### src/rtl/mult_share_sched_pkg.sv
// Shared parameters and the tagged-product record used by the scheduler.
// The record and the derived widths are sized from the default configuration.
package mult_sched_pkg;
   localparam int NREQ_DEF  = 4;
   localparam int WIDTH_DEF = 8;
   localparam int DEPTH_DEF = 4;
   localparam int ID_W      = $clog2(NREQ_DEF);
   localparam int CNT_W     = $clog2(DEPTH_DEF) + 1;

   typedef struct packed {
      logic [ID_W-1:0]        id;
      logic [2*WIDTH_DEF-1:0] product;
   } mult_rsp_t;
endpackage

### src/rtl/mult8s_normal_sklansky.sv
// Signed WIDTH x WIDTH combinational multiplier core, full-width product.
module mult8s_normal_sklansky #(
   parameter int WIDTH = 8
) (
   input  logic signed [WIDTH-1:0]   a,
   input  logic signed [WIDTH-1:0]   b,
   output logic signed [2*WIDTH-1:0] p
);
   assign p = a * b;
endmodule

### src/rtl/mult_share_sched_rr_arbiter.sv
// Round-robin one-hot arbiter: searches upward from ptr with wrap; ptr moves
// past the winner only when the grant is actually taken.
module rr_arbiter #(
   parameter int NREQ = 4
) (
   input  logic            clk,
   input  logic            rst_n,
   input  logic [NREQ-1:0] req,
   input  logic            enable,
   input  logic            accept,
   output logic [NREQ-1:0] grant
);
   localparam int PW = $clog2(NREQ);

   logic [PW-1:0] ptr;
   logic [PW-1:0] gidx;
   logic [PW-1:0] idx;
   logic          found;

   // NREQ is a power of two, so PW-bit addition wraps the search naturally
   always_comb begin
      grant = '0;
      gidx  = ptr;
      idx   = '0;
      found = 1'b0;
      for (int off = 0; off < NREQ; off++) begin
         idx = ptr + PW'(off);
         if (enable && !found && req[idx]) begin
            grant[idx] = 1'b1;
            gidx       = idx;
            found      = 1'b1;
         end
      end
   end

   always_ff @(posedge clk) begin
      if (!rst_n)      ptr <= '0;
      else if (accept) ptr <= gidx + PW'(1);
   end
endmodule

### src/rtl/mult_share_sched.sv
// Time-shares one signed multiplier among NREQ requesters: round-robin grant,
// two-stage pipeline, in-order tagged response FIFO with credit-based admission.
module mult_share_sched
   import mult_sched_pkg::*;
#(
   parameter int NREQ  = NREQ_DEF,
   parameter int WIDTH = WIDTH_DEF,
   parameter int DEPTH = DEPTH_DEF
) (
   input  logic                  clk,
   input  logic                  rst_n,
   input  logic [NREQ-1:0]       req_valid,
   input  logic [NREQ*WIDTH-1:0] req_a,
   input  logic [NREQ*WIDTH-1:0] req_b,
   output logic [NREQ-1:0]       req_ready,
   output logic                  rsp_valid,
   output logic [ID_W-1:0]       rsp_id,
   output logic [2*WIDTH-1:0]    rsp_product,
   input  logic                  rsp_ready,
   output logic                  busy
);
   localparam int AW = $clog2(DEPTH);

   logic             s1_v, s2_v;
   logic [WIDTH-1:0] s1_a, s1_b;
   logic [ID_W-1:0]  s1_id, gidx;
   logic [2*WIDTH-1:0] prod;
   mult_rsp_t        s2;
   mult_rsp_t        mem [DEPTH];
   logic [AW-1:0]    wptr, rptr;
   logic [CNT_W-1:0] count, occ;
   logic             credit, accept, push, pop;

   // Everything admitted but not yet popped; a same-cycle pop is not counted as credit
   assign occ    = CNT_W'(s1_v) + CNT_W'(s2_v) + count;
   assign credit = rst_n && (occ < CNT_W'(DEPTH));
   assign accept = |(req_valid & req_ready);
   assign push   = s2_v;
   assign pop    = rsp_valid & rsp_ready;

   rr_arbiter #(.NREQ(NREQ)) u_arb (
      .clk    (clk),
      .rst_n  (rst_n),
      .req    (req_valid),
      .enable (credit),
      .accept (accept),
      .grant  (req_ready)
   );

   always_comb begin
      gidx = '0;
      for (int i = 0; i < NREQ; i++)
         if (req_ready[i]) gidx = ID_W'(i);
   end

   mult8s_normal_sklansky #(.WIDTH(WIDTH)) u_core (
      .a (s1_a),
      .b (s1_b),
      .p (prod)
   );

   always_ff @(posedge clk) begin
      if (!rst_n) begin
         s1_v  <= 1'b0;
         s2_v  <= 1'b0;
         wptr  <= '0;
         rptr  <= '0;
         count <= '0;
      end else begin
         s1_v  <= accept;
         s2_v  <= s1_v;
         if (push) wptr <= wptr + AW'(1);
         if (pop)  rptr <= rptr + AW'(1);
         count <= count + CNT_W'(push) - CNT_W'(pop);
      end
   end

   // Data path carries no reset; the valid bits above qualify it
   always_ff @(posedge clk) begin
      if (accept) begin
         s1_a  <= req_a[gidx*WIDTH +: WIDTH];
         s1_b  <= req_b[gidx*WIDTH +: WIDTH];
         s1_id <= gidx;
      end
      s2 <= '{id: s1_id, product: prod};
      if (push) mem[wptr] <= s2;
   end

   assign rsp_valid   = (count != '0);
   assign rsp_id      = mem[rptr].id;
   assign rsp_product = mem[rptr].product;
   assign busy        = s1_v | s2_v | rsp_valid;
endmodule

### config.mk
export PLATFORM = sky130hd
export DESIGN_NAME = mult_share_sched
export DESIGN_NICKNAME = d
export VERILOG_FILES = /design/src/rtl/mult_share_sched_pkg.sv /design/src/rtl/mult8s_normal_sklansky.sv /design/src/rtl/mult_share_sched_rr_arbiter.sv /design/src/rtl/mult_share_sched.sv
export SDC_FILE = /design/constraint.sdc
export NUM_CORES = 1
export LEC_CHECK = 0
export CAP_MARGIN = 20
export CORE_ASPECT_RATIO = 2
export CORE_MARGIN = 3
export CORE_UTILIZATION = 50
export CTS_BUF_LIST = sky130_fd_sc_hd__clkbuf_4
export DETAILED_ROUTE_END_ITERATION = 10
export GPL_ROUTABILITY_DRIVEN = 0
export GPL_TIMING_DRIVEN = 0
export PLACE_DENSITY_LB_ADDON = 0.1
export SYNTH_ARGS = -nofsm -noshare
export SYNTH_HDL_FRONTEND = slang
export SYNTH_SLANG_ARGS = --single-unit
### constraint.sdc
create_clock -name clk -period 6.1 [get_ports clk]
set_clock_uncertainty 0.05 [all_clocks]
set_input_delay 1.22 -clock clk [delete_from_list [all_inputs] [get_ports clk]]
set_output_delay 1.22 -clock clk [all_outputs]
set_load 0.01 [all_outputs]
Word level (Yosys, flattened, before mapping)

Memories as Yosys holds them, arrays and structs flattened. A register that Yosys moved wholly into a read port is not among the register bits.
Cells that the tools add are included.

Memories kept: 1
Output and inout bits: 24
Input bits: 71
Memory bits (writable): 72
Flip-flop bits (word level): 47
Logic and storage cells: 91

Bitwise logic cells: 7
$add $sub $neg: 10
Shift-type cells: 2
Multiplexer cells: 33
Reductions and logical operators: 17
Multipliers: 1
Order comparisons: 9

Memories:

| memory | depth | bits a word | read ports | clocked after memory_dff | write ports | RTL line               | text |
|---|---|---|---|---|---|---|---|
| mem    | 4     | 18          | 1          | 1                        | 1           | mult_share_sched.sv:29 | `mult_rsp_t mem [DEPTH];` |

Operator list:

| cell                  | count |
|---|---|
| $shiftx A32 B6 Y8     | 2 |
| $mul A8 B8 Y16        | 1 |
| $mux W4               | 4 |
| $mux W1               | 14 |
| $mux W2               | 7 |
| $logic_and A1 B1 Y1   | 12 |
| $lt A2 B3 Y1 const B  | 4 |
| $or A4 B4 Y4          | 3 |
| $add A2 B1 Y2 const B | 4 |
| $bmux W1 S2           | 4 |
| $demux W1 S2          | 4 |
| $ge A2 B1 Y1 const B  | 4 |
| $add A2 B2 Y2 const B | 2 |
| $and A4 B4 Y4         | 1 |
| $reduce_or A4 Y1      | 1 |
| $add A2 B3 Y3         | 1 |
| $add A3 B1 Y3         | 1 |
| $logic_not A1 Y1      | 3 |
| $lt A3 B3 Y1 const B  | 1 |
| $reduce_bool A3 Y1    | 1 |
| $sub A3 B1 Y3         | 1 |
| $add A1 B1 Y2         | 1 |
| $or A1 B1 Y1          | 2 |
| $and A1 B1 Y1         | 1 |

Depth between registers and ports, before layout

Depth in word-level cells: 22
Depth in mapped cells: 18
Mapped depth without buffers: 18

By module

Synthesis repeated with hierarchy kept, for this count alone.

Cell total of the unflattened synthesis: 617
Area total of the unflattened synthesis: 7783.7 um2

Modules (own cells, without submodules):

| module                 | cells an instance | sequential area each (um2) | area each (um2) | times used |
|---|---|---|---|---|
| mult_share_sched       | 262               | 3283.1                     | 4698.3          | 1 |
| mult8s_normal_sklansky | 289               | 0.0                        | 2536.2          | 1 |
| rr_arbiter             | 66                | 40.0                       | 549.3           | 1 |

Worst setup path before layout

No wires, ideal clock.

Path type: register to register
From: register s1_b[4]
To: register s2[14] in the netlist's numbering
Library setup time: 0.079 ns
Buffers on the path: 0
Data required time: 5.971 ns
Path slack: 1.465 ns
Arrival time: 4.506 ns
Cell stages (with the launch flop): 18
Period minus slack after synthesis: 4.635 ns
Cells stage by stage: edfxtp_1 and2_1 fa_1 inv_1 fa_1 inv_1 fa_1 inv_1 fa_1 inv_1 ha_1 o21ai_0 a21boi_0 o21ai_0 a21boi_0 o21ai_0 or4b_2 o211ai_1

Cells in the longest elaborated chain, start to end: 1

Ends and longest elaborated chain:

| what                   | RTL line                    | text |
|---|---|---|
| start, declared        | mult_share_sched.sv:25      | `logic [WIDTH-1:0] s1_a, s1_b;` |
| start signal, assigned | mult_share_sched.sv:82      | `s1_b <= req_b[gidx*WIDTH +: WIDTH];` |
| $mul A8 B8 Y16         | mult8s_normal_sklansky.sv:9 | `assign p = a * b;` |
| named net prod[14]     | mult_share_sched.sv:27      | `logic [2*WIDTH-1:0] prod;` |
| end signal, assigned   | mult_share_sched.sv:85      | `s2 <= '{id: s1_id, product: prod};` |
| end, declared          | mult_share_sched.sv:28      | `mult_rsp_t s2;` |

The timed path passes the listed nets, and every way through them passes these cells.
A chain may end at the register's enable or synchronous reset.

Worst setup path after layout

From: input port req_valid[2]
To: output port req_ready[2]

Cells in the longest elaborated chain, start to end: 16
Elaborated cells on any way between the ends: 28
Classes of those cells: 15 x mux; 3 x bitwise; 10 x reduce/logical

Ends and longest elaborated chain:

| what                              | RTL line                          | text |
|---|---|---|
| start, declared                   | mult_share_sched.sv:12            | `input logic [NREQ-1:0] req_valid,` |
| $bmux W1 S2                       | mult_share_sched_rr_arbiter.sv:28 | `if (enable && !found && req[idx]) begin` |
| $mux W1 (not written as such)     | mult_share_sched_rr_arbiter.sv:28 |  |
| $logic_and A1 B1 Y1               | mult_share_sched_rr_arbiter.sv:28 |  |
| $mux W1                           | mult_share_sched_rr_arbiter.sv:28 |  |
| $logic_not A1 Y1                  | mult_share_sched_rr_arbiter.sv:28 |  |
| $logic_and A1 B1 Y1 (2 in series) | mult_share_sched_rr_arbiter.sv:28 |  |
| $mux W1                           | mult_share_sched_rr_arbiter.sv:28 |  |
| $logic_not A1 Y1                  | mult_share_sched_rr_arbiter.sv:28 |  |
| $logic_and A1 B1 Y1 (2 in series) | mult_share_sched_rr_arbiter.sv:28 |  |
| $mux W1                           | mult_share_sched_rr_arbiter.sv:28 |  |
| $logic_not A1 Y1                  | mult_share_sched_rr_arbiter.sv:28 |  |
| $logic_and A1 B1 Y1 (2 in series) | mult_share_sched_rr_arbiter.sv:28 |  |
| $mux W4 *                         | mult_share_sched_rr_arbiter.sv:28 |  |
| end, declared                     | mult_share_sched.sv:15            | `output logic [NREQ-1:0] req_ready,` |

Every way passes the cells marked *; elsewhere a longest branch is shown, timed or not. The select of a mux whose other input is x is not followed.

==> metrics.csv <==
metric,value,unit
status,"complete, no violations",
fin crit period,5.49,ns
Ys Warns,0,
"EDFF count, synth",90,
vias,4777,
Synth-to-Final Area Change,18.5,%
die height,182,µm
sequential share of the synthesized area,42.7,%
hold-fix buffers at CTS,0,
vias in the first global route,5295,
Tcrit/Tclk final,90.0,%
drt pass-1 iters,6,
worst skew pair latency,0.51,ns
CTS sink cnt,121,
Synth Register Bits,121,
Slew Limit Fails,0,
CTS max path bufs,2,
RSZ-0062 raised after global routing,no,
Antenna Violating Nets Remaining,0,
synthesized cell area,7780,µm²
# DRC,0,
gr ovfl total,0,
kind of critical path,input pin to output port,
Crit path required time,4.83,ns
first-pass GRT wire length,23800,µm
Max-Cap Viols,0,
Core Footprint,15100,µm²
Post-Synthesis Cells,619,
DR vias/cell,5.08,
CP arrival,4.22,ns
initial core utilization,51.6,%
max frequency,182,MHz
Root Buffer,clkbuf_4,
synth unique cells,57,
Core Rows,63,
DR iter-0 viols,113,
Die ar.,17200,µm²
Crit. Startpoint,req_valid[2],
Critical Path Sink Type,output port,
# setup viols final,0,
H-tree depth,4,
CTS tree,yes,
setup TNS,0,ns
final hold violation count,0,
Worst Tran Pin Value,0.945,ns
initial antenna violation count,1,
critical path launch point type,input pin,
Post-CTS Setup Inserts,0,
die width,94.2,µm
fin nets,903,
Port Buffers,94,
GRT Total Usage,17.8,%
Main synth FF type,edfxtp_1,
min-delay src,s1_id[0]$_DFFE_PP_,
Worst-path clk slew,0.11,ns
largest net degree at the start of global routing,19,
cts bufs inserted,17,
FF-to-FF Start,s1_b[0]$_DFFE_PP_,
Post-Route WL,13700,µm
hpwl dp,11100,µm
PostCTS Resize Cnt,0,
CP max FO,10,
Rel. slew slack,37.0,%
Routed WL per cell,14.6,µm
I/O pin total,95,
Synth Area per Inst,12.6,µm²
layout cells sized above 1,13.3,%
syn nets,790,
asr flop ratio synth,0,%
worst hold-check path type,flip-flop to flip-flop,
-- area by class of cell --
cell class / count / area [µm²]
flip-flops and latches: 121 / 3320
multi-input cells: 386 / 3980
well taps: 195 / 244
repair buffers: 94 / 941
diodes: 1 / 2.50
clock buffers: 18 / 135
clock inverters: 14 / 115
fillers: 1232 / 5840
inverters: 97 / 367
plain buffers: 15 / 104
-- per-stage QoR --
step / utilization [%] / instances / hold WS [ns] / setup slack, ns / cell area [µm²]
6_report: 61.2 / 941 / 0.339 / 0.613 / 9210
5_1_grt: 61.2 / 941 / 0.352 / 0.339 / 9210
4_1_cts: 61.2 / 940 / 0.347 / 0.537 / 9210
3_5_place_dp: 59.5 / 908 / 0.316 / 0.616 / 8960
3_3_place_gp: 59.5 / 908 / 0.314 / 0.654 / 8960
2_1_floorplan: - / 619 / 0.273 / 1.46 / 7780
-- synthesized netlist by cell type, types with 5 or more instances --
library cell  count  area share (%)
nand3_1           5            0.32
xnor2_1          18             2.0
inv_1            93             4.5
nor2_1           25             1.2
mux2_2           19             2.8
ha_1             44             7.1
nand2_1          32             1.5
a21oi_1          21             1.4
dfxtp_1          31             8.0
nor2b_1           8            0.64
buf_6             6            0.87
edfxtp_1         90              35
o21ai_0           5            0.32
clkbuf_1          6            0.29
nand2b_1          6            0.48
mux2i_1          18             2.3
fa_1             56              14
and2_1           58             4.7
mux4_2           22             6.4
-- flip-flops by register name, summed over array words and instances (netlist names), named ones only --
signal	cells
s1_v	1
mem	72
u_arb.ptr	2
s1_b	8
push	1
s2	18
s1_a	8
s1_id	2
count	3
wptr	2
rptr	2
-- metal layers --
layer,share of wire (%),wire [µm],GRT usage (%)
met5,0,0,0
met2,59,8070,34.9
met3,4.2,573,4.00
met1,34,4710,17.0
met4,2.7,376,7.41
-- logic make-up (layout without fill, tap and decap cells) --
logic type	Yosys count	after routing	synth area share, %
simple gates	152	152	10.6
flops	121	121	42.7
buf+inv	112	238	6.05
fa+ha+maj	100	100	21.5
mux	59	59	11.4
compound gates	55	55	5.34
xor+xnor	20	20	2.35
other cells	0	1	0
-- final timing paths --
check / slack (ns) / depth (start not counted) / end
max reg2reg: 1.02 / 17 / s2[14]$_DFF_P_
min reg2reg: 0.34 / 0 / s2[16]$_DFF_P_
min: 0.34 / 0 / s2[16]$_DFF_P_
max: 0.61 / 10 / req_ready[2]
-- worst max-delay path, cell delays in order --
cell and delay, ns:
clkdlybuf4s50_1 0.51, mux4_2 0.60, or2_4 0.28, a21oi_4 0.26, a32oi_1 0.16, and2_1 0.19
buf_6 0.13, clkbuf_1 0.23, inv_2 0.09, clkdlybuf4s50_1 0.53
-- layout by cell type, fill, tap and decap left out, drive strengths merged, types with 6 or more instances in the layout --
cell type      count
inv              104
clkdlybuf4s50     94
edfxtp            90
and2              58
fa                56
ha                44
nand2             33
dfxtp             31
nor2              25
clkbuf            24
mux4              22
a21oi             22
mux2              19
xnor2             19
mux2i             18
buf                9
o21ai              9
nor2b              8
nand2b             6
Power is left out: the tool's default activity adds up to more than one toggle a clock period on the data nets, which glitch-free logic cannot reach.
